### config.mk
export PLATFORM = sky130hd
export DESIGN_NAME = mem_access_unit_flat
export DESIGN_NICKNAME = d
export VERILOG_FILES = /design/src/rtl/mem_access_unit_if.sv /design/src/rtl/mem_access_unit.sv /design/src/flat_wrapper.sv
export SDC_FILE = /design/constraint.sdc
export NUM_CORES = 1
export LEC_CHECK = 0
export CORE_MARGIN = 8
export CORE_UTILIZATION = 46
export CTS_CLUSTER_SIZE = 20
export DETAILED_ROUTE_END_ITERATION = 12
export HOLD_SLACK_MARGIN = 0.05
export PLACE_DENSITY = 0.95
export SLEW_MARGIN = 10
export SYNTH_ARGS = -nofsm -noshare
export SYNTH_HDL_FRONTEND = slang
export SYNTH_SLANG_ARGS = --single-unit
### constraint.sdc
create_clock -name clk -period 8.01 [get_ports clk]
set_clock_uncertainty 0.15 [all_clocks]
set_input_delay 1.602 -clock clk [delete_from_list [all_inputs] [get_ports clk]]
set_output_delay 1.602 -clock clk [all_outputs]
set_load 0.01 [all_outputs]
### src/rtl/mem_access_unit_if.sv
`default_nettype none
// +--------------------------------------------------------------------------+
// | mem_access_unit_if : word-memory req/ack bus between unit and memory      |
// | Rev 1.0                                                                  |
// +--------------------------------------------------------------------------+
interface mem_access_unit_if #(
  parameter int ADDR_W = 32,
  parameter int DATA_W = 32
);
  logic              mem_req;
  logic              mem_we;
  logic [ADDR_W-1:0] mem_addr;
  logic [DATA_W-1:0] mem_wdata;
  logic [DATA_W-1:0] mem_rdata;
  logic              mem_ack;

  modport master (
    output mem_req, mem_we, mem_addr, mem_wdata,
    input  mem_rdata, mem_ack
  );

  modport slave (
    input  mem_req, mem_we, mem_addr, mem_wdata,
    output mem_rdata, mem_ack
  );
endinterface
`default_nettype wire

### src/rtl/mem_access_unit.sv
`default_nettype none
// +--------------------------------------------------------------------------+
// | mem_access_unit : multicycle MIPS memory stage, IR/MDR + req/ack master   |
// | Rev 1.0                                                                  |
// +--------------------------------------------------------------------------+
module mem_access_unit #(
  parameter int ADDR_W  = 32,
  parameter int DATA_W  = 32,
  parameter int TIMEOUT = 255
) (
  input  wire logic              clk,
  input  wire logic              reset,
  input  wire logic              rd_req_i,
  input  wire logic              wr_req_i,
  input  wire logic              irwrite_i,
  input  wire logic [ADDR_W-1:0] adr_i,
  input  wire logic [DATA_W-1:0] wd_i,
  output logic      [DATA_W-1:0] instr_o,
  output logic      [DATA_W-1:0] data_o,
  output logic                   stall_o,
  output logic                   done_o,
  output logic                   bus_err_o,
  mem_access_unit_if.master      bus
);

  localparam int CNT_W = $clog2(TIMEOUT + 1);

  localparam logic [2:0] S_IDLE    = 3'd0;
  localparam logic [2:0] S_RD_WAIT = 3'd1;
  localparam logic [2:0] S_WR_WAIT = 3'd2;
  localparam logic [2:0] S_DONE    = 3'd3;
  localparam logic [2:0] S_ERR     = 3'd4;

  logic [2:0]        state_q,   state_d;
  logic [CNT_W-1:0]  cnt_q,     cnt_d;
  logic              req_q,     req_d;
  logic              we_q,      we_d;
  logic              irw_q,     irw_d;
  logic              err_q,     err_d;
  logic [ADDR_W-1:0] addr_q,    addr_d;
  logic [DATA_W-1:0] wdata_q,   wdata_d;
  logic [DATA_W-1:0] instr_q,   instr_d;
  logic [DATA_W-1:0] data_q,    data_d;
  logic [CNT_W-1:0]  cnt_inc;

  assign cnt_inc = cnt_q + 1'b1;

  always_comb begin
    state_d = state_q;
    cnt_d   = cnt_q;
    req_d   = req_q;
    we_d    = we_q;
    irw_d   = irw_q;
    err_d   = err_q;
    addr_d  = addr_q;
    wdata_d = wdata_q;
    instr_d = instr_q;
    data_d  = data_q;
    case (state_q)
      S_IDLE: begin
        cnt_d = '0;
        if (wr_req_i || rd_req_i) begin
          // Write wins when both strobes are raised together.
          state_d = wr_req_i ? S_WR_WAIT : S_RD_WAIT;
          req_d   = 1'b1;
          we_d    = wr_req_i;
          irw_d   = irwrite_i;
          addr_d  = adr_i;
          wdata_d = wd_i;
        end
      end
      S_RD_WAIT, S_WR_WAIT: begin
        cnt_d = cnt_inc;
        if (bus.mem_ack) begin
          state_d = S_DONE;
          req_d   = 1'b0;
          if (state_q == S_RD_WAIT) begin
            if (irw_q) instr_d = bus.mem_rdata;
            else       data_d  = bus.mem_rdata;
          end
        end else if (cnt_inc == CNT_W'(TIMEOUT)) begin
          state_d = S_ERR;
          req_d   = 1'b0;
          err_d   = 1'b1;
        end
      end
      S_DONE:  state_d = S_IDLE;
      S_ERR:   state_d = S_IDLE;
      default: begin
        state_d = S_IDLE;
        req_d   = 1'b0;
      end
    endcase
  end

  always_ff @(posedge clk or posedge reset) begin
    if (reset) begin
      state_q <= S_IDLE;
      cnt_q   <= '0;
      req_q   <= 1'b0;
      we_q    <= 1'b0;
      irw_q   <= 1'b0;
      err_q   <= 1'b0;
      addr_q  <= '0;
      wdata_q <= '0;
      instr_q <= '0;
      data_q  <= '0;
    end else begin
      state_q <= state_d;
      cnt_q   <= cnt_d;
      req_q   <= req_d;
      we_q    <= we_d;
      irw_q   <= irw_d;
      err_q   <= err_d;
      addr_q  <= addr_d;
      wdata_q <= wdata_d;
      instr_q <= instr_d;
      data_q  <= data_d;
    end
  end

  assign bus.mem_req   = req_q;
  assign bus.mem_we    = we_q;
  assign bus.mem_addr  = addr_q;
  assign bus.mem_wdata = wdata_q;

  assign instr_o   = instr_q;
  assign data_o    = data_q;
  assign bus_err_o = err_q;
  assign done_o    = (state_q == S_DONE);
  assign stall_o   = ((state_q == S_IDLE) && (rd_req_i || wr_req_i)) ||
                     (state_q == S_RD_WAIT) || (state_q == S_WR_WAIT);

endmodule
`default_nettype wire

### src/flat_wrapper.sv
// flat-port wrapper written by rule: the top's interface ports become plain ports
module mem_access_unit_flat 
#(
  parameter int ADDR_W  = 32,
  parameter int DATA_W  = 32,
  parameter int TIMEOUT = 255
)
  (clk, reset, rd_req_i, wr_req_i, irwrite_i, adr_i, wd_i, instr_o, data_o, stall_o, done_o, bus_err_o, bus_mem_req, bus_mem_we, bus_mem_addr, bus_mem_wdata, bus_mem_rdata, bus_mem_ack);
  mem_access_unit_if #(.ADDR_W(ADDR_W), .DATA_W(DATA_W)) bus_i ();
  input  wire logic clk;
  input  wire logic reset;
  input  wire logic rd_req_i;
  input  wire logic wr_req_i;
  input  wire logic irwrite_i;
  input  wire logic [ADDR_W-1:0] adr_i;
  input  wire logic [DATA_W-1:0] wd_i;
  output logic      [DATA_W-1:0] instr_o;
  output logic      [DATA_W-1:0] data_o;
  output logic stall_o;
  output logic done_o;
  output logic bus_err_o;
  output wire logic [$bits(bus_i.mem_req)-1:0] bus_mem_req;
  output wire logic [$bits(bus_i.mem_we)-1:0] bus_mem_we;
  output wire logic [$bits(bus_i.mem_addr)-1:0] bus_mem_addr;
  output wire logic [$bits(bus_i.mem_wdata)-1:0] bus_mem_wdata;
  input wire logic [$bits(bus_i.mem_rdata)-1:0] bus_mem_rdata;
  input wire logic [$bits(bus_i.mem_ack)-1:0] bus_mem_ack;
  assign bus_mem_req = bus_i.mem_req;
  assign bus_mem_we = bus_i.mem_we;
  assign bus_mem_addr = bus_i.mem_addr;
  assign bus_mem_wdata = bus_i.mem_wdata;
  assign bus_i.mem_rdata = bus_mem_rdata;
  assign bus_i.mem_ack = bus_mem_ack;
  mem_access_unit #(.ADDR_W(ADDR_W), .DATA_W(DATA_W), .TIMEOUT(TIMEOUT)) u_core (.clk(clk), .reset(reset), .rd_req_i(rd_req_i), .wr_req_i(wr_req_i), .irwrite_i(irwrite_i), .adr_i(adr_i), .wd_i(wd_i), .instr_o(instr_o), .data_o(data_o), .stall_o(stall_o), .done_o(done_o), .bus_err_o(bus_err_o), .bus(bus_i));
endmodule
==> summary.md, run 1 <==
| Metric | Value |
|---|---|
| Placed Cells | `725` |
| Maximum clock path buffer count | `2` |
| Io pins | `235` |
| Final critical-path required period | `4.90 ns` |
| Final Hold Viols | `0` |
| Xor and xnor area share after synthesis | `0.473%` |
| PostCTS Resize Cnt | `0` |
| Synth Warn # | `0` |
| Simple logic cell fraction of the synthesized area | `3.88%` |
| Fmax | `204 MHz` |
| Mapped cell area | `5550 µm²` |
| Grt peak-use layer | `met2` |
| Worst setup margin | `3.11 ns` |
| Vias | `3853` |
| # rows | `40` |
| Nets | `701` |
| Diode count | `0` |
| Met1 Use GR | `20.2%` |
| Status | `complete, no violations` |
| Leak pwr | `0.00356 µW` |
| All-layer global routing usage | `~19%` |
| Met3 usage | `7.09%` |
| Setup CP Type | `input port to output port` |
| Pre-CTS WS | `around 3.1 ns` |
| Mean Syn Cell Area | `15.4 µm²` |
| Post-Route Setup TNS | `0 ns` |
| Synthesized instance count | `360` |
| Clk slew on worst S/H paths | `0.05 ns` |
| Root Driver | `clkbuf_16` |
| Post-synthesis async set-or-reset flop share | `between 90% and 100%` |
| Fin cells | `approximately 760` |
| # fillers | `~770` |
| Peak supply drop | `0.221 mV` |
| CP Max Fanout | `4` |
| Hold Buf Count CTS | `0` |
| Layout cells sized above 1 | `~27%` |
| Top FF cell, synth | `dfrtp_1` |
| Wire per inst | `19.9 µm` |
| CTS buffer count | `17` |
| Final HPWL DP | `11300 µm` |
| Via/cell ratio | `5.09` |
| Critical path required time | `~6.3 ns` |
| RSZ-0062 raised after global routing | `false` |
| I/O Buffers | `234` |
| Vias in the first global route | `4305` |
| Worst Tran Pin Value | `0.960 ns` |
| Routed wire length | `15100 µm` |
| Starting Density | `46.6%` |
| Largest family of logic cells by synthesized area | `multiplexers` |
| TritonCTS clock tree | `built` |
| Commonest non-fill, non-tap cells in the layout | `234 x clkdlybuf4s50_1, 143 x dfrtp_1, 128 x mux2_2, 17 x clkbuf_16, 10 x o21ai_0` |
| GR Overflow Total | `0` |
| Global-route wire length before repair | `23800 µm` |
| Register area share after synthesis | `approximately 64%` |
| Drt drc | `0` |
| First DRT Iteration DRCs | `220` |
| RePlAce Congestion | `0.802` |
| Die width | `126 µm` |
| Synth unique cells | `35` |
| Flops & latches, synth | `143` |
| Worst Path Arrival | `3.15 ns` |
| Most common cell after layout, fill and taps aside | `clkdlybuf4s50_1` |
| Initial antenna violation count | `0` |
| Largest net degree at the start of global routing | `80` |
| Post-route total power | `3590 µW` |
| Clock Sinks | `143` |
| Startpoint Class | `input port` |
| Finish-stage setup viols | `0` |
| Final Slew Violations | `0` |
| Area grow syn2layout | `54.3%` |
| EDFF count, synth | `0` |
| Worst hold path type | `register to register` |
| Synth Area in Compound Gates | `2.52%` |
| Die Y | `between 100 and 150 µm` |
| DIE AREA | `around 16000 µm²` |
| PwrDens | `419 nW/µm²` |
| Drt first pass iters | `6` |
| MaxCap Viol Count | `0` |
| Crit share post-route | `between 60% and 70%` |
| CP Capture Type | `output port` |
| Clock Latency Late Sink | `0.41 ns` |
| Post-route ant nets | `0` |
| Multiplexer share of the synthesized area | `26.4%` |
| Post-Synth Adder-Cell Area | `less than 1%` |
| Post-CTS Setup Bufs | `0` |
| Post-synth net total | `464` |
| Met2 Use GR | `33.9%` |
| Core area | `11900 µm²` |
| CTS H-tree lvls | `4` |
| Rel. slew slack | `36.0%` |
-- state kept, by name (all words and copies together) (netlist names) --
name,count
u_core.bus.mem_addr,32
u_core.instr_o,32
u_core.bus.mem_wdata,32
u_core.bus.mem_req,1
u_core.state_q,3
u_core.data_o,32
u_core.irw_q,1
u_core.bus_err_o,1
u_core.cnt_q,8
u_core.bus.mem_we,1
-- cell type report --
type | instances | area [µm²] | area share (%)
flip-flops and latches | 143 | 3580 | 41.8
repair buffers | 237 | 2360 | 27.6
multi-input cells | 196 | 1880 | 21.9
clock buffers | 26 | 489 | 5.71
well taps | 147 | 184 | 2.15
clock inverters | 6 | 57.6 | 0.672
inverters | 2 | 12.5 | 0.146
-- layer usage --
metal  vias up  share of wire (%)
met3        36                7.4
met4         0                2.7
li1       1747                  -
met1      1904                 37
met5         -                  0
met2       166                 53
-- critical path, stage by stage --
cell	delay [ns]
clkdlybuf4s50_1	0.47
nor2_1	0.19
and2b_2	0.25
nand2b_1	0.14
clkdlybuf4s50_1	0.50
-- power breakdown --
group	internal [µW]	leakage [µW]	switching (µW)	total [µW]
Clock	450	0.000268	277	727
Combinational	969	0.00158	607	1580
Sequential	1080	0.00172	206	1280
-- worst paths after layout --
kind                                           end         startpoint  slack, ns  cells past startpoint
max in group asynchronous         u_core.data_o[0]              reset       4.83                      3
setup / recovery                           stall_o           wr_req_i       3.11                      5
hold / removal                    u_core.bus_err_o   u_core.bus_err_o       0.32                      1
setup reg to reg                  u_core.data_o[2]  u_core.state_q[1]       5.38                      4
min in group asynchronous  u_core.bus.mem_addr[26]              reset       1.51                      2
hold reg to reg                   u_core.bus_err_o   u_core.bus_err_o       0.32                      1
-- Yosys cell counts (all sizes together), types with 2 or more instances --
master	n	share of area (%)
dfrtp	143	64
mux2	130	26
buf	14	1.4
o21ai	10	0.90
nor2	9	0.61
nand2	8	0.54
clkbuf	5	0.34
nand2b	3	0.34
nor2b	3	0.34
nor3	3	0.27
a211oi	2	0.27
a21oi	2	0.18
ha	2	0.45
inv	2	0.14
nand3	2	0.27
nand4	2	0.23
nor3b	2	0.27
o31ai	2	0.27
or2	2	0.23
or3	2	0.23
xor2	2	0.32
-- logic make-up (layout without fill, tap and decap cells) --
kind of cell	after synthesis	count (layout)
and+or+nand+nor	40	40
AOI/OAI and AO/OA	21	21
buffers and inverters	21	271
adders and majority gates	2	2
xor gates and xnor gates	3	3
muxes	130	130
DFF	143	143
-- metrics by stage --
stage	hold WS (ns)	cell area (µm²)	util (%)
floorplan	0.295	5550	-
detailed placement	0.314	8020	67.3
CTS	0.330	8570	71.9
global route	0.341	8570	71.9
finish	0.323	8570	71.9
global placement	0.311	8020	67.3
Note: power is estimated with default switching activity, not from simulation.
==> run 2: changes to the inputs <==
--- a/config.mk
+++ b/config.mk
@@ -6,11 +6,11 @@
 export NUM_CORES = 1
 export LEC_CHECK = 0
 export CORE_MARGIN = 8
-export CORE_UTILIZATION = 46
+export CORE_UTILIZATION = 38
 export CTS_CLUSTER_SIZE = 20
 export DETAILED_ROUTE_END_ITERATION = 12
 export HOLD_SLACK_MARGIN = 0.05
-export PLACE_DENSITY = 0.95
+export PLACE_DENSITY = 0.86
 export SLEW_MARGIN = 10
 export SYNTH_ARGS = -nofsm -noshare
 export SYNTH_HDL_FRONTEND = slang
==> constraint.sdc (replaced) <==
create_clock -name clk -period 4.1 [get_ports clk]
set_clock_uncertainty 0.15 [all_clocks]
set_input_delay 0.82 -clock clk [delete_from_list [all_inputs] [get_ports clk]]
set_output_delay 0.82 -clock clk [all_outputs]
set_load 0.01 [all_outputs]
==> run 2 against run 1 <==
Core utilization shrank 12 points. Design area grew 1.4%. First-iteration DRC count decreased by 45%. Flip-flop and latch count did not move. Clock-buffer cell count fell by 6. Via count hardly changed. Wire length down 2.0%. Hold slack better by 0.0014 ns. Final cell count up 4.9%. Largest cell class unchanged. Largest power group unchanged.
==> summary.md, run 2 (synthesis results as in run 1) <==
| Metric | Value |
|---|---|
| Gate power share | `42.9%` |
| Final critical-path required period | `3.37 ns` |
| Post-route total power | `7100 µW` |
| Wire per inst | `18.6 µm` |
| PostCTS Resize Cnt | `0` |
| PwrDens | `818 nW/µm²` |
| Nets | `702` |
| Final Hold Viols | `0` |
| Area grow syn2layout | `56.5%` |
| Core area | `14400 µm²` |
| Post-route ant nets | `0` |
| Startpoint Class | `input port` |
| Vias in the first global route | `4289` |
| Final Util | `60.2%` |
| CP Max Fanout | `4` |
| Largest net degree at the start of global routing | `144` |
| Slowest-stage cell, CP | `clkdlybuf4s50_1` |
| Via/cell ratio | `4.86` |
| CP Capture Type | `output port` |
| Clock network fraction of total power | `roughly 22%` |
| I/O Buffers | `234` |
| Clock Latency Late Sink | `roughly 0.41 ns` |
| Setup CP Type | `input port to output port` |
| Crit share post-route | `82.2%` |
| Critical Path Most Common Cell | `clkdlybuf4s50_1` |
| Final HPWL DP | `11000 µm` |
| Layout cells sized above 1 | `between 20% and 30%` |
| Hold Buf Count CTS | `0` |
| Global-route wire length before repair | `23300 µm` |
| All-layer global routing usage | `~16%` |
| Most common cell after layout, fill and taps aside | `clkdlybuf4s50_1` |
| Drt drc | `0` |
| Die Y | `~140 µm` |
| Maximum clock path buffer count | `2` |
| Root Driver | `clkbuf_16` |
| Switch share | `29.7%` |
| R2R setup slack | `1.55 ns` |
| Status | `complete, no violations` |
| First DRT Iteration DRCs | `122` |
| Routed wire length | `between 10000 and 15000 µm` |
| Vias | `3855` |
| Finish-stage setup viols | `0` |
| Final Slew Violations | `0` |
| Starting Density | `around two fifths` |
| CTS H-tree lvls | `4` |
| Post-CTS Setup Bufs | `0` |
| Sequential group share of total power | `between 30% and 40%` |
| Pre-CTS WS | `0.747 ns` |
| Clk slew on worst S/H paths | `0.06 ns` |
| Critical path required time | `3.13 ns` |
| # rows | `44` |
| Worst Path Arrival | `2.40 ns` |
| Fmax | `297 MHz` |
| Io pins | `235` |
| Critical path cell sequence | `clkdlybuf4s50_1 > nor2_1 > and2b_2 > nand2b_1 > clkdlybuf4s50_1` |
| Leak pwr | `0.00360 µW` |
| # fillers | `1109` |
| Int Power | `5000 µW` |
| Peak supply drop | `0.399 mV` |
| Drt first pass iters | `5` |
| RSZ-0062 raised after global routing | `false` |
| Worst setup margin | `0.730 ns` |
| Worst Tran Pin Value | `0.835 ns` |
| Largest stage delay, worst path | `approximately 0.50 ns` |
| Clock Sinks | `143` |
| CTS buffer count | `17` |
| Die width | `roughly 140 µm` |
| Post-Route Setup TNS | `0 ns` |
| Diode count | `0` |
| Commonest non-fill, non-tap cells in the layout | `234 x clkdlybuf4s50_1, 143 x dfrtp_1, 128 x mux2_2, 17 x clkbuf_16, 10 x o21ai_0` |
| Switching pwr | `2110 µW` |
| Initial antenna violation count | `0` |
| DIE AREA | `18700 µm²` |
| Rel. slew slack | `44.4%` |
| RePlAce Congestion | `0.819` |
| GR Overflow Total | `0` |
| Worst hold path type | `register to register` |
| MaxCap Viol Count | `0` |
| TritonCTS clock tree | `built` |
[run 2: metal layers]
layer	part of all wire (%)	wire [µm]	track usage (%)
met2	51	7520	27.2
met3	10	1510	6.53
met5	0	0	0
met1	36	5320	17.3
met4	2.8	413	7.72
[run 2: final cells by class]
cell class / count / area (µm²) / share of cell area, %
repair buffers: 238 / 2380 / 27.4
clock buffers: 20 / 467 / 5.37
clock inverters: 11 / 139 / 1.60
flip-flops and latches: 143 / 3580 / 41.2
multi-input cells: 196 / 1880 / 21.6
inverters: 2 / 11.3 / 0.130
well taps: 184 / 230 / 2.65
[run 2: worst paths after layout]
path                                         from                       to  cells past startpoint
worst min-delay path             u_core.bus_err_o         u_core.bus_err_o                      1
max in group asynchronous                   reset       u_core.instr_o[21]                      3
worst max register to register  u_core.state_q[0]   u_core.bus.mem_addr[5]                      4
worst min register to register   u_core.bus_err_o         u_core.bus_err_o                      1
worst max-delay path                     wr_req_i                  stall_o                      5
min in group asynchronous                   reset  u_core.bus.mem_wdata[4]                      3
[run 2: power by group through the flow]
stage	registers, µW	logic (µW)	clock network [µW]
2_1_floorplan	2770	1080	0
3_3_place_gp	2470	3020	0
3_5_place_dp	2520	3100	0
4_1_cts	2510	3120	1600
5_1_grt	2600	3260	1680
6_report	2490	3050	1560
[run 2: worst max-delay path: cells and delay by family]
family,cells,cell delay [ns]
buffers and inverters,2,0.99
AND/OR/NAND/NOR,3,0.60
[run 2: through the flow]
stage	area [µm²]	cells	hold slack [ns]
2_1_floorplan	5560	360	0.295
3_3_place_gp	8080	763	0.315
3_5_place_dp	8080	763	0.313
4_1_cts	8690	794	0.332
5_1_grt	8690	794	0.350
6_report	8690	794	0.324
==> run 3: changes to the inputs <==
==> constraint.sdc (replaced) <==
create_clock -name clk -period 2.99 [get_ports clk]
set_clock_uncertainty 0.15 [all_clocks]
set_input_delay 0.598 -clock clk [delete_from_list [all_inputs] [get_ports clk]]
set_output_delay 0.598 -clock clk [all_outputs]
set_load 0.01 [all_outputs]
==> run 3 against run 2 <==
Via count decreased by 1.3%. Non-clock buffer count grew 2. Largest power group unchanged. Clock-buffer cell count increased by 4. Clock power is 30% higher. Power rose by 36%. Combinational power grew 39%. Hold slack improved by 0.0050 ns. Register-to-register slack worse by 1.0 ns. Sequential power up 37%. Global-route usage shrank 0.27 points. Final cell count stayed put.
==> summary.md, run 3 (synthesis results as in run 1) <==
| Metric | Value |
|---|---|
| Status | `complete, no violations` |
| Setup CP Type | `input port to output port` |
| Rel. slew slack | `44.7%` |
| Layout cells sized above 1 | `27.7%` |
| Nets | `704` |
| I/O Buffers | `~230` |
| Via/cell ratio | `roughly 4.8` |
| Final critical-path required period | `2.92 ns` |
| Initial antenna violation count | `0` |
| Clk slew on worst S/H paths | `approximately 0.05 ns` |
| Routed wire length | `around 15000 µm` |
| Leak pwr | `~0.0036 µW` |
| TritonCTS clock tree | `built` |
| Fmax | `between 300 and 400 MHz` |
| Drt first pass iters | `4` |
| PwrDens | `1110 nW/µm²` |
| Finish-stage setup viols | `0` |
| Post-route ant nets | `0` |
| Wire per inst | `18.6 µm` |
| MaxCap Viol Count | `0` |
| Crit share post-route | `97.5%` |
| R2R setup slack | `~0.51 ns` |
| Final HPWL DP | `11000 µm` |
| # rows | `44` |
| CP Capture Type | `output port` |
| GR Overflow Total | `0` |
| Commonest non-fill, non-tap cells in the layout | `234 x clkdlybuf4s50_1, 143 x dfrtp_1, 128 x mux2_2, 17 x clkbuf_16, 10 x o21ai_0` |
| All-layer global routing usage | `15.8%` |
| CP startpoint | `wr_req_i` |
| Die width | `137 µm` |
| Clock Sinks | `143` |
| Root Driver | `clkbuf_16` |
| Final Slew Violations | `0` |
| Post-Route Setup TNS | `0 ns` |
| Global-route wire length before repair | `23100 µm` |
| RSZ-0062 raised after global routing | `false` |
| Worst hold path type | `register to register` |
| Worst Path Arrival | `approximately 2.2 ns` |
| Clock Latency Late Sink | `0.40 ns` |
| Fin cells | `794` |
| Startpoint Class | `input port` |
| Critical path required time | `2.24 ns` |
| DIE AREA | `18700 µm²` |
| Post-CTS Setup Bufs | `0` |
| CP Max Fanout | `4` |
| Placed Cells | `765` |
| Diode count | `0` |
| Largest net degree at the start of global routing | `between 70 and 80` |
| FF-to-FF path depth | `6` |
| Hold Buf Count CTS | `0` |
| RePlAce Congestion | `approximately 0.84` |
| Vias | `3803` |
| Drt drc | `0` |
| Vias in the first global route | `4266` |
| CTS H-tree lvls | `4` |
| First DRT Iteration DRCs | `about 130` |
| Final Hold Viols | `0` |
| CP endpoint | `stall_o` |
| Most common cell after layout, fill and taps aside | `clkdlybuf4s50_1` |
| Worst Tran Pin Value | `0.829 ns` |
| R2R Path End | `u_core.state_q[0]` |
| Maximum clock path buffer count | `2` |
| Peak supply drop | `0.505 mV` |
| Area grow syn2layout | `56.8%` |
| Die Y | `137 µm` |
| Io pins | `~240` |
| Starting Density | `38.5%` |
| Hold Crit Start | `u_core.bus_err_o` |
| R2R Path Start | `u_core.cnt_q[0]` |
| PostCTS Resize Cnt | `0` |
| CTS buffer count | `17` |
| Core area | `14400 µm²` |
-- run 3: cell count changes in the layout (fill, tap and decap cells not counted) --
cell | previous run | this run
bufinv_16 | 3 | 2
clkinvlp_4 | 3 | 2
clkbuf_8 | 3 | 4
nor3_2 | 0 | 1
clkinv_2 | 5 | 1
clkbuf_1 | 0 | 3
nor3_1 | 3 | 2
buf_12 | 1 | 3
-- run 3: critical path: stages --
cell and delay [ns]:
clkdlybuf4s50_1 0.47, nor2_1 0.22, and2b_2 0.26, nand2b_1 0.14, clkdlybuf4s50_1 0.47
-- run 3: where the power goes --
part | leakage (µW) | internal (µW) | switching (µW)
Combinational | 0.00160 | 2620 | 1610
Clock | 0.000278 | 1300 | 725
Sequential | 0.00172 | 2890 | 526
-- run 3: layout make-up --
cell class | instances | area, µm²
clock buffer | 24 | 492
multi-input combinational | 196 | 1880
timing repair buffer | 240 | 2420
tap | 184 | 230
clock inverter | 5 | 81.3
sequential | 143 | 3580
inverter | 2 | 11.3
fill | 1094 | 5720
-- run 3: layer usage --
| layer | up-vias | track usage (%) | wire [µm] |
|---|---|---|---|
| met1 | 1871 | 16.8 | 5470 |
| met4 | 0 | 7.00 | 364 |
| met3 | 27 | 6.57 | 1410 |
| met2 | 153 | 27.0 | 7500 |
| li1 | 1752 | - | - |
| met5 | - | 0 | 0 |
-- run 3: stage by stage --
| step | worst slack (ns) | power, µW | area [µm²] | hold slack, ns | util, % |
|---|---|---|---|---|---|
| after global routing | 0.0184 | 10200 | 8700 | 0.370 | 60.3 |
| after CTS | 0.0836 | 9810 | 8700 | 0.330 | 60.3 |
| final | 0.0735 | 9670 | 8700 | 0.329 | 60.3 |
| after detailed placement | 0.126 | 7730 | 8120 | 0.316 | 56.3 |
| after global placement | 0.149 | 7550 | 8120 | 0.316 | 56.3 |
| after floorplan | 0.451 | 5270 | 5560 | 0.295 | - |
-- run 3: how the worst min path moves through the flow --
| stage | to | cells past startpoint | slack, ns |
|---|---|---|---|
| 2_1_floorplan | u_core.cnt_q[7] | 1 | 0.30 |
| 3_3_place_gp | u_core.bus_err_o | 1 | 0.32 |
| 3_5_place_dp | u_core.bus_err_o | 1 | 0.32 |
| 4_1_cts | u_core.bus_err_o | 1 | 0.33 |
| 5_1_grt | u_core.instr_o[31] | 1 | 0.37 |
| 6_report | u_core.bus_err_o | 1 | 0.33 |
